==> src/rtl/bank_cmd_issuer.sv <==
// Single-bank command issuer: turns one read/write request at a time into
// ACT / RD / WR / PR / REF command pulses while enforcing bank timing and
// periodic refresh.
//
// Ports
//   clk_i                     clock
//   rst_i                     synchronous active-high reset
//   req_valid_i / req_ready_o request handshake (accepted when both high)
//   req_write_i               1 = write, 0 = read
//   req_row_i / req_col_i     request row / column address
//   act_o rd_o wr_o pr_o ref_o  one-cycle command pulses (at most one high)
//   cmd_row_o                 row address, valid with act_o
//   cmd_col_o                 column address, valid with rd_o / wr_o
//   rd_done_o / wr_done_o     one-cycle pulse at the end of a read/write burst
module bank_cmd_issuer #(
  parameter int unsigned T_CL   = 17,
  parameter int unsigned T_CWL  = 10,
  parameter int unsigned T_RCD  = 17,
  parameter int unsigned T_RP   = 17,
  parameter int unsigned T_RFC  = 34,
  parameter int unsigned T_WR   = 14,
  parameter int unsigned T_RTP  = 7,
  parameter int unsigned BL     = 8,
  parameter int unsigned T_REFI = 1560
) (
  input  logic        clk_i,
  input  logic        rst_i,
  input  logic        req_valid_i,
  output logic        req_ready_o,
  input  logic        req_write_i,
  input  logic [15:0] req_row_i,
  input  logic [9:0]  req_col_i,
  output logic        act_o,
  output logic        rd_o,
  output logic        wr_o,
  output logic        pr_o,
  output logic        ref_o,
  output logic [15:0] cmd_row_o,
  output logic [9:0]  cmd_col_o,
  output logic        rd_done_o,
  output logic        wr_done_o
);

  localparam int unsigned CW        = 8;
  localparam int unsigned RW        = 16;
  localparam int unsigned ROW_W     = 16;
  localparam int unsigned COL_W     = 10;
  localparam int unsigned RD_PR_GAP = (T_RTP > BL) ? T_RTP : BL;

  typedef enum logic [2:0] {
    S_IDLE, S_ACTWAIT, S_OPEN, S_RDBURST, S_WRBURST, S_PREWAIT, S_REFWAIT
  } state_e;

  state_e             state_q, state_d;
  logic [CW-1:0]      cnt_q, cnt_d;
  logic [CW-1:0]      pr_cnt_q, pr_cnt_d;
  logic [RW-1:0]      ref_cnt_q, ref_cnt_d;
  logic               ref_pend_q, ref_pend_d;
  logic               req_pend_q, req_pend_d;
  logic               data_q, data_d;
  logic               write_q, write_d;
  logic [ROW_W-1:0]   row_q, row_d;
  logic [ROW_W-1:0]   open_row_q, open_row_d;
  logic [COL_W-1:0]   col_q, col_d;
  logic               ready_q, ready_d;
  logic               act_q, act_d, rd_q, rd_d, wr_q, wr_d, pr_q, pr_d, ref_q, ref_d;
  logic [ROW_W-1:0]   cmd_row_q, cmd_row_d;
  logic [COL_W-1:0]   cmd_col_q, cmd_col_d;
  logic               rd_done_q, rd_done_d, wr_done_q, wr_done_d;

  logic               accept_c, expire_c, cnt_last_c, pr_ok_c;
  logic               do_col_c, col_wr_c, do_ref_c;
  logic [COL_W-1:0]   col_sel_c;

  assign accept_c   = req_valid_i & ready_q;
  assign expire_c   = (ref_cnt_q == RW'(1));
  assign cnt_last_c = (cnt_q <= CW'(1));
  assign pr_ok_c    = (pr_cnt_q == CW'(0));

  // Next-state and command generation.
  always_comb begin
    state_d    = state_q;
    cnt_d      = cnt_q;
    pr_cnt_d   = pr_ok_c ? pr_cnt_q : pr_cnt_q - CW'(1);
    ref_cnt_d  = expire_c ? RW'(T_REFI) : ref_cnt_q - RW'(1);
    ref_pend_d = ref_pend_q;
    req_pend_d = req_pend_q;
    data_d     = data_q;
    write_d    = write_q;
    row_d      = row_q;
    open_row_d = open_row_q;
    col_d      = col_q;
    act_d      = 1'b0;
    rd_d       = 1'b0;
    wr_d       = 1'b0;
    pr_d       = 1'b0;
    ref_d      = 1'b0;
    cmd_row_d  = cmd_row_q;
    cmd_col_d  = cmd_col_q;
    rd_done_d  = 1'b0;
    wr_done_d  = 1'b0;
    do_col_c   = 1'b0;
    col_wr_c   = 1'b0;
    col_sel_c  = col_q;
    do_ref_c   = 1'b0;

    case (state_q)
      S_IDLE: begin
        if (ref_pend_q) begin
          do_ref_c = 1'b1;
        end else if (accept_c) begin
          act_d      = 1'b1;
          cmd_row_d  = req_row_i;
          open_row_d = req_row_i;
          row_d      = req_row_i;
          col_d      = req_col_i;
          write_d    = req_write_i;
          cnt_d      = CW'(T_RCD);
          state_d    = S_ACTWAIT;
        end
      end
      S_ACTWAIT: begin
        if (cnt_last_c) begin
          do_col_c = 1'b1;
          col_wr_c = write_q;
        end else begin
          cnt_d = cnt_q - CW'(1);
        end
      end
      S_OPEN: begin
        // An accepted row miss or a pending refresh both need PR first.
        if (req_pend_q || ref_pend_q) begin
          if (pr_ok_c) begin
            pr_d    = 1'b1;
            cnt_d   = CW'(T_RP);
            state_d = S_PREWAIT;
          end
        end else if (accept_c) begin
          row_d   = req_row_i;
          col_d   = req_col_i;
          write_d = req_write_i;
          if (req_row_i == open_row_q) begin
            do_col_c  = 1'b1;
            col_wr_c  = req_write_i;
            col_sel_c = req_col_i;
          end else begin
            req_pend_d = 1'b1;
            if (pr_ok_c) begin
              pr_d    = 1'b1;
              cnt_d   = CW'(T_RP);
              state_d = S_PREWAIT;
            end
          end
        end
      end
      S_RDBURST, S_WRBURST: begin
        // Latency phase then data phase, each counted by cnt.
        if (cnt_last_c) begin
          if (!data_q) begin
            data_d = 1'b1;
            cnt_d  = CW'(BL);
          end else begin
            data_d  = 1'b0;
            state_d = S_OPEN;
            if (state_q == S_RDBURST) begin
              rd_done_d = 1'b1;
            end else begin
              wr_done_d = 1'b1;
              pr_cnt_d  = CW'(T_WR - 1);
            end
          end
        end else begin
          cnt_d = cnt_q - CW'(1);
        end
      end
      S_PREWAIT: begin
        if (cnt_last_c) begin
          if (req_pend_q) begin
            req_pend_d = 1'b0;
            act_d      = 1'b1;
            cmd_row_d  = row_q;
            open_row_d = row_q;
            cnt_d      = CW'(T_RCD);
            state_d    = S_ACTWAIT;
          end else begin
            do_ref_c = 1'b1;
          end
        end else begin
          cnt_d = cnt_q - CW'(1);
        end
      end
      S_REFWAIT: begin
        if (cnt_last_c) begin
          state_d = S_IDLE;
        end else begin
          cnt_d = cnt_q - CW'(1);
        end
      end
      default: state_d = S_IDLE;
    endcase

    // Column command issue shared by ACTWAIT and OPEN row hit.
    if (do_col_c) begin
      cmd_col_d = col_sel_c;
      data_d    = 1'b0;
      if (col_wr_c) begin
        wr_d    = 1'b1;
        cnt_d   = CW'(T_CWL);
        state_d = S_WRBURST;
      end else begin
        rd_d     = 1'b1;
        cnt_d    = CW'(T_CL);
        pr_cnt_d = CW'(RD_PR_GAP - 1);
        state_d  = S_RDBURST;
      end
    end

    // REF closes the bank; REFWAIT covers the rest of tRFC so ACT lands at REF+T_RFC.
    if (do_ref_c) begin
      ref_d      = 1'b1;
      ref_pend_d = 1'b0;
      cnt_d      = CW'(T_RFC - 1);
      state_d    = (T_RFC > 1) ? S_REFWAIT : S_IDLE;
    end

    if (expire_c) begin
      ref_pend_d = 1'b1;
    end

    // Drop ready one cycle ahead of expiry so refresh wins over a new request.
    ready_d = ((state_d == S_IDLE) || (state_d == S_OPEN)) && !ref_pend_d &&
              !req_pend_d && (ref_cnt_d != RW'(1));
  end

  // State and output registers.
  always_ff @(posedge clk_i) begin
    if (rst_i) begin
      state_q    <= S_IDLE;
      cnt_q      <= '0;
      pr_cnt_q   <= '0;
      ref_cnt_q  <= RW'(T_REFI);
      ref_pend_q <= 1'b0;
      req_pend_q <= 1'b0;
      data_q     <= 1'b0;
      write_q    <= 1'b0;
      row_q      <= '0;
      open_row_q <= '0;
      col_q      <= '0;
      ready_q    <= 1'b0;
      act_q      <= 1'b0;
      rd_q       <= 1'b0;
      wr_q       <= 1'b0;
      pr_q       <= 1'b0;
      ref_q      <= 1'b0;
      cmd_row_q  <= '0;
      cmd_col_q  <= '0;
      rd_done_q  <= 1'b0;
      wr_done_q  <= 1'b0;
    end else begin
      state_q    <= state_d;
      cnt_q      <= cnt_d;
      pr_cnt_q   <= pr_cnt_d;
      ref_cnt_q  <= ref_cnt_d;
      ref_pend_q <= ref_pend_d;
      req_pend_q <= req_pend_d;
      data_q     <= data_d;
      write_q    <= write_d;
      row_q      <= row_d;
      open_row_q <= open_row_d;
      col_q      <= col_d;
      ready_q    <= ready_d;
      act_q      <= act_d;
      rd_q       <= rd_d;
      wr_q       <= wr_d;
      pr_q       <= pr_d;
      ref_q      <= ref_d;
      cmd_row_q  <= cmd_row_d;
      cmd_col_q  <= cmd_col_d;
      rd_done_q  <= rd_done_d;
      wr_done_q  <= wr_done_d;
    end
  end

  assign req_ready_o = ready_q;
  assign act_o       = act_q;
  assign rd_o        = rd_q;
  assign wr_o        = wr_q;
  assign pr_o        = pr_q;
  assign ref_o       = ref_q;
  assign cmd_row_o   = cmd_row_q;
  assign cmd_col_o   = cmd_col_q;
  assign rd_done_o   = rd_done_q;
  assign wr_done_o   = wr_done_q;

endmodule
==> config.mk <==
export PLATFORM = sky130hd
export DESIGN_NAME = bank_cmd_issuer
export DESIGN_NICKNAME = d
export VERILOG_FILES = /design/src/rtl/bank_cmd_issuer.sv
export SDC_FILE = /design/constraint.sdc
export NUM_CORES = 1
export LEC_CHECK = 0
export ABC_AREA = 1
export BUFFER_PORTS_ARGS = -buffer_cell sky130_fd_sc_hd__buf_4
export CAP_MARGIN = 20
export CORE_UTILIZATION = 25
export CTS_CLUSTER_DIAMETER = 60
export DETAILED_ROUTE_END_ITERATION = 6
export GPL_ROUTABILITY_DRIVEN = 0
export GPL_TIMING_DRIVEN = 0
export PLACE_DENSITY = 0.39
export SYNTH_ARGS = -nofsm -noshare
export SYNTH_HDL_FRONTEND = slang
export SYNTH_SLANG_ARGS = --single-unit
==> constraint.sdc <==
create_clock -name clk_i -period 4.54 [get_ports clk_i]
set_input_delay 1.135 -clock clk_i [delete_from_list [all_inputs] [get_ports clk_i]]
set_output_delay 1.135 -clock clk_i [all_outputs]
set_load 0.02 [all_outputs]
After elaboration in Yosys (flattened, before gate mapping)
Index checks and enable logic that the tools add are counted.
{"block": "word_totals", "out_inout_bits": 34, "elab_cells": 181, "input_bits": 30, "ff_bits": 99}
{"block": "op_classes", "reduce_logical": 26, "mux": 95, "addsub": 3, "eq_ne": 29, "n_bitwise": 6, "magnitude_cmp": 1}
{"operator": "8-bit 2-to-1 mux", "n": 19}
{"operator": "16-bit 2-to-1 mux", "n": 8}
{"operator": "10-bit 2-to-1 mux", "n": 7}
{"operator": "16-bit case mux with 2 select lines", "n": 2}
{"operator": "3-bit 2-to-1 mux", "n": 14}
{"operator": "8-bit case mux with 5 select lines", "n": 1}
{"operator": "1-bit 2-to-1 mux", "n": 34}
{"operator": "4-bit inequality test (second input constant)", "n": 6}
{"operator": "5-bit inequality test (second input constant)", "n": 4}
{"operator": "10-bit case mux with 2 select lines", "n": 1}
{"operator": "3-bit case mux with 6 select lines", "n": 1}
{"operator": "16-bit by 1-bit equality test with 1-bit output (second input constant)", "n": 1}
{"operator": "16-bit equality test", "n": 1}
{"operator": "16-bit by 1-bit inequality test with 1-bit output (second input constant)", "n": 1}
{"operator": "8-bit AND reduction", "n": 2}
{"operator": "16-bit by 1-bit subtractor with 16-bit output (second input constant)", "n": 1}
{"operator": "8-bit by 1-bit subtractor with 8-bit output (second input constant)", "n": 2}
{"operator": "1-bit case mux with 2 select lines", "n": 6}
{"operator": "2-bit OR reduction", "n": 6}
{"operator": "2-bit inequality test (second input constant)", "n": 5}
{"operator": "3-bit by 2-bit equality test with 1-bit output (second input constant)", "n": 3}
{"operator": "3-bit equality test (second input constant)", "n": 3}
{"operator": "8-bit by 1-bit <= comparator with 1-bit output (second input constant)", "n": 1}
{"operator": "8-bit zero test", "n": 1}
{"operator": "19 further kinds", "n": 30}

Longest topological paths before layout
Gate-level depths: netlist of the first run.
{"block": "logic_depth", "depth_word": 13, "mapped_depth": 16, "depth_no_buf": 16}

Worst setup path before layout of the first run
OpenSTA, ideal clock, no wires.
{"block": "synth_path", "kind": "in2reg", "from": "input req_row_i[7]", "to": "register pr_cnt_q[5]", "setup_time_ns": 0.109, "t_required_ns": 4.431, "t_arrival_ns": 2.249, "cell_stages": 13, "path_buffers": 0, "path_slack_ns": 2.182, "path_cell_list": "inv_1 > nand2_1 > nand2_1 > nor2_1 > nand2_1 > nor2_1 > nand3_2 > nand2_2 > nand3_2 > nand4_1 > inv_1 > nand2_1 > inv_1"}
{"block": "synth_between", "elab_chain_cells": 7, "word_cells_on_any_way": 11, "cone_classes": "eq/ne: 1; mux: 10"}
{"element": "from (decl)", "line_no": "31", "text": "input logic [15:0] req_row_i,"}
{"element": "16-bit equality test *", "line_no": "142", "text": "if (req_row_i == open_row_q) begin"}
{"element": "1-bit 2-to-1 mux", "line_no": "142"}
{"element": "1-bit 2-to-1 mux", "line_no": "138", "text": "end else if (accept_c) begin"}
{"element": "1-bit 2-to-1 mux", "line_no": "132", "text": "if (req_pend_q || ref_pend_q) begin"}
{"element": "1-bit case mux with 2 select lines", "line_no": "107", "text": "case (state_q)"}
{"element": "8-bit 2-to-1 mux", "line_no": "206", "text": "if (col_wr_c) begin"}
{"element": "8-bit 2-to-1 mux *", "line_no": "203", "text": "if (do_col_c) begin"}
{"element": "to (signal assigned)", "line_no": "262", "text": "pr_cnt_q <= pr_cnt_d;"}
{"element": "to (decl)", "line_no": "56", "text": "logic [CW-1:0] pr_cnt_q, pr_cnt_d;"}
Every way passes the cells marked *; elsewhere a longest branch is shown, timed or not.
A chain may end at the register's enable or synchronous reset.

Worst setup path in the final report of the first run
{"block": "layout_path", "from": "input req_row_i[2]", "to": "register pr_cnt_q[6]"}
The elaborated chain is that of the path after synthesis.

==> flow_metrics.env, run 1 <==
export IMPL_fin_crit_ns=2.64
export IMPL_yosysWarnings=0
export IMPL_cts_resized=0
export IMPL_power_leakage_nw=3.01
export IMPL_pwr_share_comb_pct=38.7
export IMPL_syn_cell_area_um2=5050
export IMPL_start_util_pct=25.7
export IMPL_tightest_slew_ns=0.697
export IMPL_path_clk_slew_ns=0.07
export IMPL_setup_viol=0
export IMPL_htreeDepth=3
export IMPL_wl_met2_mm=6.79
export IMPL_cts_root_buffer="clkbuf_16"
export IMPL_start_kind="primary input"
export IMPL_synth_flop_cell="dfxtp_1"
export IMPL_die_area_um2=20800
export IMPL_die_w_um=144
export IMPL_io_pins=64
export IMPL_synth_edf_count=0
export IMPL_hold_start="col_q[2]"
export IMPL_synth_area_leaders="dfxtp_1 39%, nand2_1 14%, nor2_1 9.1%"
export IMPL_grt_max_degree=17
export IMPL_crit_buf_inv=3
export IMPL_insertion_delay_ns=0.36
export IMPL_antenna_found_initial=0
export IMPL_hp_class="flip-flop to flip-flop"
export IMPL_core_area_um2=19700
export IMPL_fmax_mhz=378
export IMPL_cts_buffers=9
export IMPL_drive_gt1_share_pct=13.4
export IMPL_syn_area_per_cell_um2=6.59
export IMPL_layout_common_cells="191 x nand2_1, 122 x nor2_1, 99 x dfxtp_1"
export IMPL_grt_pass1_wl_mm=24.3
export IMPL_crit_path_start="req_row_i[2]"
export IMPL_portBuffers=62
export IMPL_area_growth_pct=22.6
export IMPL_path_common_cell="nand2_1"
export IMPL_reg2reg_from="pr_cnt_q[0]"
export IMPL_ys_types=33
export IMPL_synth_top_cell_by_area="dfxtp_1"
export IMPL_slew_headroom_pct=53.5
export IMPL_power_per_cell_area_nw_per_um2=550
export IMPL_seqPwrFrac_pct=35.0
export IMPL_finalHoldViolations=0
export IMPL_post_drt_wl_per_cell_um=13.7
export IMPL_met1Wirelength_mm=7.57
export IMPL_synth_top_area_share_pct=39.2
export IMPL_fp_row_count=51
export IMPL_cts_sinks=99
export IMPL_vias=4989
export IMPL_postCtsSetupRepairBufs=0
export IMPL_grt_usage_pct=15.2
export IMPL_async_flop_share_pct=0
export IMPL_power_mw=3.41
export IMPL_cts_hold_fix_buffers=0
export IMPL_die_y_um=144
export IMPL_synth_nets=803
export IMPL_utilization_pct=31.5
export IMPL_ys_seq_elements=99
export IMPL_drt_wl_total_mm=15.2
export IMPL_switching_power_mw=1.35
export IMPL_rsz0062_at_grt="no"
export IMPL_final_common_cell="nand2_1"
export IMPL_final_nets=876
export IMPL_grt_pass1_vias=4636
export IMPL_dr_wl_met3_um=756
export IMPL_maxUsedRoutingLayer="met4"
export IMPL_diodes=0
export IMPL_p_int_mw=2.06
export IMPL_crit_slowest_cell="nor2_1"
export IMPL_dpl_hpwl_mm=11.3
export IMPL_cts_buffer_depth=2
export IMPL_cp_required_ns=4.80
export IMPL_period_share_pct=58.2
export IMPL_grt_ovfl_total=0
export IMPL_end_kind="flip-flop"
export IMPL_drc=0
export IMPL_cp_top_family="simple AND/OR/NAND/NOR gates"
export IMPL_status="complete, no violations"
export IMPL_p_sw_share_pct=39.5
export IMPL_drt_iter0_drc=235
export IMPL_setup_worst_path_class="primary input to flip-flop"
export IMPL_fillerInstances=2220
export IMPL_avgViaCountPerCell=4.49
export IMPL_cp_cell_sequence="buf_4 > nand2_1 > nand2_1 > nor2_1 > nand2_1 > nor2_1 > nand3_2 > nand2_2 > nand3_2 > nand4_1 > inv_1 > nand2_1 > inv_1"
export IMPL_maxCapViolations=0
export IMPL_worstPathMaxFanout=9
export IMPL_tritoncts="done"
export IMPL_skew_ns=0.0113
export IMPL_worstPathArrival_ns=2.90
export IMPL_antenna_left=0
export IMPL_critical_path_max_stage_delay_ns=0.32
export IMPL_seq_area_frac_synth_pct=39.2
export IMPL_synthCells=767
export IMPL_first_pass_iters=6
export IMPL_drv_slew=0
export IMPL_p_clk_share_pct=26.3
export IMPL_setup_tns_final_ns=0
export IMPL_peakVddDrop_mv=0.238
synth_stat cells (3+ instances only):
cell / instances
o21ai_0: 47
inv_2: 8
nand4_1: 5
ha_1: 6
clkbuf_1: 14
nand3_2: 5
nor3_1: 7
nand3_1: 50
a31oi_1: 19
a21oi_1: 34
o211ai_1: 12
nand3b_1: 3
o21bai_1: 4
o21ai_1: 7
nor2_1: 122
dfxtp_1: 99
nand2_1: 191
xor2_1: 14
buf_2: 7
nor2_4: 5
inv_1: 90
nor2_2: 4
power groups by stage:
stage          Clock, mW  Sequential (mW)  Combinational, mW
6_report           0.896             1.19               1.32
5_1_grt            0.960             1.21               1.50
4_1_cts            0.925             1.19               1.33
3_5_place_dp           0             1.21               1.32
3_3_place_gp           0             1.21               1.31
2_1_floorplan          0             1.24              0.890
layer usage:
metal / track usage [%] / vias up
li1: - / 2591
met1: 20.3 / 2290
met2: 24.8 / 100
met3: 3.34 / 8
met4: 3.43 / 0
met5: 0 / -
worst reg2reg max path: stages, from the launching register on:
cell and delay, ns:
dfxtp_1 0.30, inv_1 0.13, ha_1 0.20, inv_1 0.04, nor2_1 0.11, nand2_1 0.10, nor2_1 0.14, nand2_1 0.23
nand2_1 0.22, inv_1 0.09, nand3_1 0.12, inv_1 0.08, nor2_4 0.13, inv_1 0.07, nor2_1 0.11, nor2_1 0.05
worst paths after layout:
kind | slack [ns] | end | cells past startpoint
hold reg to reg | 0.45 | col_q[2] | 2
hold / removal | 0.45 | col_q[2] | 2
setup / recovery | 1.90 | pr_cnt_q[6] | 13
setup reg to reg | 2.30 | cnt_q[5] | 15
logic make-up (layout without fill, tap and decap cells):
kind of cell,count (synthesis),count (layout),synth area share [%]
AOI/OAI and AO/OA,125,125,13.7
and+or+nand+nor,398,398,33.4
adders and majority gates,6,6,1.49
buffers and inverters,123,201,9.46
DFF,99,99,39.2
xor gates and xnor gates,16,16,2.77
layout make-up:
cell class | count | area [µm²] | share of cell area, %
buffer | 24 | 106 | 1.72
clock buffer | 12 | 267 | 4.30
tap | 265 | 332 | 5.35
multi-input combinational | 545 | 2590 | 41.9
inverter | 99 | 372 | 6.00
sequential | 99 | 1980 | 32.0
timing repair buffer | 62 | 465 | 7.51
clock inverter | 4 | 77.6 | 1.25
metrics by stage:
step                worst slack, ns  std cells  instance area, µm²  hold slack [ns]
finish                         1.90       1110                6200            0.455
global route                   1.69       1110                6200            0.478
CTS                            1.86       1110                6200            0.456
detailed placement             1.50       1094                5850            0.445
global placement               1.51       1094                5850            0.439
floorplan                      2.18        767                5050            0.430
state kept, by name, summed over array words and instances (netlist names), 3 cells and up:
register   count
col_q         10
cmd_row_o     16
row_q         16
ref_cnt_q     16
state_q        3
pr_cnt_q       8
cmd_col_o     10
cnt_q          8
(Power assumes the default switching activity.)
==> run 2, diff against run 1 <==
Clock period 4.54 ns to 2.45 ns, I/O delays scaled along.
==> run 2 against run 1 <==
Compared with the run above: worst setup slack lost 1.6 ns; wire length is essentially flat; global-route usage is the same; utilization is essentially flat; worst hold slack is the same; via count grew 0.30%; register-to-register slack lost 2.0 ns; critical endpoint is now cnt_q[5]; largest cell class unchanged; clock-buffer cell count is the same.
==> flow_metrics.env, run 2 (synthesized netlist as in run 1, its figures left out) <==
export IMPL_crit_buf_inv=5
export IMPL_postCtsSetupRepairBufs=0
export IMPL_area_growth_pct=22.6
export IMPL_maxCapViolations=0
export IMPL_cts_sinks=99
export IMPL_path_common_cell="inv_1"
export IMPL_cts_buffer_depth=2
export IMPL_placed_cells_incl_taps=1094
export IMPL_first_pass_iters=5
export IMPL_dpl_hpwl_mm=11.3
export IMPL_end_kind="flip-flop"
export IMPL_cp_cell_sequence="inv_1 > ha_1 > inv_1 > nor2_1 > nand2_1 > nor2_1 > nand2_2 > nand2_1 > inv_1 > nand3_1 > inv_1 > nor2_4 > inv_1 > nor2_1 > nor2_1"
export IMPL_fp_row_count=51
export IMPL_power_leakage_nw=3.01
export IMPL_final_common_cell="nand2_1"
export IMPL_cts_root_buffer="clkbuf_16"
export IMPL_vias=5004
export IMPL_worstPathMaxFanout=8
export IMPL_tritoncts="done"
export IMPL_insertion_delay_ns=0.36
export IMPL_stdcell_count=1110
export IMPL_io_pins=64
export IMPL_wl_met2_mm=6.80
export IMPL_skew_ns=0.0113
export IMPL_drt_wl_total_mm=15.2
export IMPL_crit_path_start="pr_cnt_q[0]"
export IMPL_setup_worst_path_class="flip-flop to flip-flop"
export IMPL_finalHoldViolations=0
export IMPL_grt_pass1_wl_mm=24.3
export IMPL_rsz0062_at_grt="no"
export IMPL_status="complete, no violations"
export IMPL_htreeDepth=3
export IMPL_dr_wl_met3_um=766
export IMPL_die_w_um=144
export IMPL_setup_tns_final_ns=0
export IMPL_start_kind="flip-flop"
export IMPL_layout_common_cells="190 x nand2_1, 122 x nor2_1, 99 x dfxtp_1"
export IMPL_grt_pass1_vias=4636
export IMPL_core_area_um2=19700
export IMPL_power_per_cell_area_nw_per_um2=1020
export IMPL_slew_headroom_pct=53.5
export IMPL_utilization_pct=31.5
export IMPL_start_util_pct=25.7
export IMPL_worstPathArrival_ns=2.40
export IMPL_hold_start="col_q[2]"
export IMPL_grt_ovfl_total=0
export IMPL_drive_gt1_share_pct=13.5
export IMPL_diodes=0
export IMPL_met1Wirelength_mm=7.54
export IMPL_reg2reg_from="pr_cnt_q[0]"
export IMPL_grt_max_degree=17
export IMPL_fmax_mhz=463
export IMPL_maxUsedRoutingLayer="met4"
export IMPL_post_drt_wl_per_cell_um=13.7
export IMPL_path_clk_slew_ns=0.08
export IMPL_grt_usage_pct=15.2
export IMPL_fin_crit_ns=2.16
export IMPL_setup_viol=0
export IMPL_antenna_found_initial=0
export IMPL_avgViaCountPerCell=4.51
export IMPL_hp_class="flip-flop to flip-flop"
export IMPL_critical_path_max_stage_delay_ns=0.30
export IMPL_peakVddDrop_mv=0.440
export IMPL_portBuffers=62
export IMPL_drc=0
export IMPL_drt_iter0_drc=235
export IMPL_crit_slowest_cell="dfxtp_1"
export IMPL_period_share_pct=88.1
export IMPL_antenna_left=0
export IMPL_die_area_um2=20800
export IMPL_cp_top_family="simple AND/OR/NAND/NOR gates"
export IMPL_die_y_um=144
export IMPL_fillerInstances=2220
export IMPL_cts_buffers=9
export IMPL_drv_slew=0
export IMPL_tightest_slew_ns=0.697
export IMPL_cp_required_ns=2.70
export IMPL_final_nets=876
[run 2: cell counts in the layout (fill, tap and decap cells not counted)]
No cell type changed its count.
[run 2: worst paths after layout]
kind         slack [ns]  depth (start not counted)        to
max                0.29                         15  cnt_q[5]
max reg2reg        0.29                         15  cnt_q[5]
min reg2reg        0.45                          2  col_q[2]
min                0.45                          2  col_q[2]
[run 2: layout make-up]
type                            count  area, µm²  share of cell area, %
Clock inverter                      4       77.6                   1.25
Inverter                           99        372                   6.00
Multi-Input combinational cell    545       2600                   41.9
Timing Repair Buffer               62        465                   7.51
Clock buffer                       12        267                   4.30
Sequential cell                    99       1980                   32.0
Tap cell                          265        332                   5.35
Buffer                             24        106                   1.72
[run 2: per-stage QoR]
step                hold slack, ns  setup WS [ns]  power (mW)  instance area, µm²
floorplan                    0.430          0.615        3.95                5050
global placement             0.439        -0.0611        4.67                5850
detailed placement           0.445        -0.0710        4.69                5850
CTS                          0.456          0.203        6.38                6200
global route                 0.478         0.0142        6.81                6200
finish                       0.455          0.292        6.32                6200
[run 2: per-layer routing]
layer	up-vias	GRT usage, %
li1	2588	-
met3	8	3.34
met5	-	0
met2	103	24.8
met1	2305	20.3
met4	0	3.43
[run 2: power breakdown]
part	leakage, nW	internal [mW]	switching, mW
registers	0.809	1.97	0.241
clock network	0.170	0.988	0.673
logic	2.03	0.869	1.58
total	3.01	3.83	2.50
[run 2: worst min-delay path, cell delays in order (launching register included)]
cell and delay (ns):
dfxtp_1 0.30, inv_1 0.06, a21oi_1 0.05
[run 2: timing repair]
action                                  CTS  global route
hold buffers                              0             0
endpoints found under the hold margin     0             0
endpoints found under the setup margin    0             2
resized for setup                         0             1
==> run 3, diff against run 2 <==
Settings changed: ABC_AREA 1 to default.
==> run 3 against run 2 <==
Compared with the run above: the flow now finishes with violations (negative setup slack); total power rose by 7.5%; global-route usage increased by 1.4 points; critical path depth decreased by 7; sequential cell count stayed put; cell area up 3.6%; clock-buffer cell count is 2 lower; utilization up 1.5 points; worst setup slack worse by 0.35 ns; worst hold slack improved by 0.0022 ns; synthesized cell count shrank 20%; critical path type unchanged; critical endpoint unchanged.
==> flow_metrics.env, run 3 <==
export IMPL_violations="negative setup slack"
export IMPL_ys_types=62
export IMPL_synth_nets=652
export IMPL_reg2reg_from="pr_cnt_q[1]"
export IMPL_insertion_delay_ns=0.36
export IMPL_yosysMostFrequentCell="nand2_1"
export IMPL_skew_ns=0.0141
export IMPL_syn_cell_area_um2=4950
export IMPL_grt_pass1_vias=4512
export IMPL_r2r_setup_slack_ns=-0.06
export IMPL_worstPathMaxFanout=5
export IMPL_synth_top_area_share_pct=40.0
export IMPL_synth_edf_count=0
export IMPL_path_clk_slew_ns=0.07
export IMPL_layout_common_cells="103 x nand2_1, 94 x dfxtp_1, 77 x buf_4"
export IMPL_rr_endpoint="cnt_q[5]"
export IMPL_grt_pass1_wl_mm=25.7
export IMPL_grt_max_degree=18
export IMPL_io_pins=64
export IMPL_cp_required_ns=2.70
export IMPL_power_per_cell_area_nw_per_um2=1060
export IMPL_yosysWarnings=0
export IMPL_antenna_left=0
export IMPL_final_common_cell="nand2_1"
export IMPL_post_drt_wl_per_cell_um=16.9
export IMPL_die_y_um=143
export IMPL_drt_wl_total_mm=16.5
export IMPL_slew_headroom_pct=52.0
export IMPL_cts_hold_fix_buffers=0
export IMPL_place_ws_ns=-0.705
export IMPL_dpl_hpwl_mm=11.7
export IMPL_ys_seq_elements=99
export IMPL_fin_crit_ns=2.51
export IMPL_drive_gt1_share_pct=22.6
export IMPL_synth_area_leaders="dfxtp_1 40%, nand2_1 7.9%, nor2_1 5.5%"
export IMPL_end_kind="flip-flop"
export IMPL_diodes=0
export IMPL_cts_buffer_depth=2
export IMPL_synth_top_cell_by_area="dfxtp_1"
export IMPL_seq_area_um2=1990
export IMPL_endpoint="cnt_q[5]"
export IMPL_drt_iter0_drc=282
export IMPL_power_leakage_nw=2.42
export IMPL_area_growth_pct=29.8
export IMPL_first_pass_iters=4
export IMPL_period_share_pct=102
export IMPL_cts_buffers=9
export IMPL_tritoncts="done"
export IMPL_crit_path_start="pr_cnt_q[1]"
export IMPL_status="finished, violations left"
export IMPL_async_flop_share_pct=0
export IMPL_power_mw=6.80
export IMPL_finalHoldViolations=0
export IMPL_cts_sinks=99
export IMPL_htreeDepth=3
export IMPL_portBuffers=62
export IMPL_maxCapViolations=0
export IMPL_stdcell_count=972
export IMPL_setup_viol=2
export IMPL_setup_worst_path_class="flip-flop to flip-flop"
export IMPL_core_area_um2=19500
export IMPL_synth_flop_cell="dfxtp_1"
export IMPL_setup_tns_final_ns=-0.0878
export IMPL_setup_ws_ns=-0.0585
export IMPL_antenna_found_initial=0
export IMPL_placed_cells_incl_taps=944
export IMPL_start_kind="flip-flop"
export IMPL_avgViaCountPerCell=4.89
export IMPL_synthCells=616
export IMPL_fmax_mhz=399
export IMPL_grt_usage_pct=16.6
export IMPL_syn_area_per_cell_um2=8.04
export IMPL_grt_ovfl_total=0
export IMPL_fillerInstances=2086
export IMPL_tightest_slew_ns=0.715
export IMPL_drv_slew=0
export IMPL_multi_input_comb_area_um2=3000
export IMPL_seq_area_frac_synth_pct=40.0
export IMPL_fp_row_count=51
export IMPL_final_nets=738
export IMPL_vias=4749
export IMPL_hp_class="flip-flop to flip-flop"
export IMPL_utilization_pct=33.0
export IMPL_drc=0
export IMPL_peakVddDrop_mv=0.604
export IMPL_start_util_pct=25.4
export IMPL_r2r_cells=8
export IMPL_yosys_top_cells_count="104 x nand2_1, 99 x dfxtp_1, 73 x nor2_1, 40 x a21oi_1, 29 x clkbuf_1"
export IMPL_die_area_um2=20400
export IMPL_die_w_um=143
export IMPL_rsz0062_at_grt="yes"
export IMPL_worstPathArrival_ns=2.76
export IMPL_cts_root_buffer="clkbuf_16"
run 3: cell count changes after synthesis, moves of 10 or more:
cell and change:
o211ai_1 -11, nor2_1 -49, nor3_1 +11, nand3_1 -23, nand2_1 -87, xnor2_1 +15, inv_1 -79, clkbuf_1 +15
a311oi_1 +17, a211oi_1 +13, nor4_1 +10, o21ai_0 -35, a31oi_1 -16, mux2i_1 +11
run 3: per-stage QoR:
| stage | instance area [µm²] | hold WS [ns] |
|---|---|---|
| after floorplan | 4960 | 0.436 |
| after global placement | 5760 | 0.442 |
| after detailed placement | 5760 | 0.447 |
| after CTS | 6270 | 0.458 |
| after global routing | 6420 | 0.476 |
| final | 6420 | 0.457 |
run 3: area by class of cell:
type	instances	area share (%)
Multi-Input combinational cell	469	46.6
Sequential cell	99	31.0
Timing Repair Buffer	77	9.15
Tap cell	265	5.16
Clock buffer	10	3.56
Buffer	35	2.75
Clock inverter	6	1.11
Inverter	11	0.643
run 3: where the power goes:
group	leakage (nW)	internal (mW)	total [mW]	switching (mW)
clock network	0.145	0.804	1.46	0.661
registers	0.807	1.89	2.16	0.272
logic	1.47	1.33	3.17	1.84
total	2.42	4.03	6.80	2.77
run 3: repair_timing:
item | 4_1_cts | 5_1_grt
gates resized for setup | 34 | 34
cloned | 1 | 0
pin swaps | 10 | 4
setup buffers | 8 | 6
endpoints found under the setup margin | 60 | 67
run 3: critical path, cell delays in order, from the launching register on:
cell and delay [ns]:
dfxtp_2 0.33, inv_2 0.07, ha_4 0.13, or4b_4 0.48
or4_4 0.51, or3_4 0.37, o41ai_4 0.08, nor3_2 0.15
a221oi_1 0.28
run 3: logic make-up (layout without fill, tap and decap cells):
| group | Yosys count | after routing | share of synthesized area, % |
|---|---|---|---|
| mux | 12 | 12 | 2.45 |
| compound gates | 125 | 125 | 17.5 |
| simple gates | 287 | 288 | 27.8 |
| fa+ha+maj | 6 | 6 | 1.52 |
| xor+xnor | 38 | 38 | 6.72 |
| buf+inv | 49 | 139 | 3.99 |
| flops | 99 | 99 | 40.0 |
run 3: worst min-delay path by stage:
stage | start | end | slack [ns] | depth (start not counted)
final | row_q[1] | row_q[1] | 0.46 | 2
after global routing | row_q[13] | row_q[13] | 0.48 | 2
after CTS | row_q[11] | row_q[11] | 0.46 | 2
after detailed placement | row_q[11] | row_q[11] | 0.45 | 2
after global placement | row_q[1] | row_q[1] | 0.44 | 2
after floorplan | col_q[0] | col_q[0] | 0.44 | 2
run 3: per-layer routing:
layer | part of all wire (%) | vias to the layer above | global-route usage (%) | routed length [µm]
met2 | 46 | 99 | 26.2 | 7580
met5 | 0 | - | 0 | 0
met1 | 48 | 2271 | 22.4 | 7930
met3 | 3.9 | 18 | 2.92 | 645
met4 | 1.8 | 0 | 6.62 | 301
li1 | - | 2361 | - | -
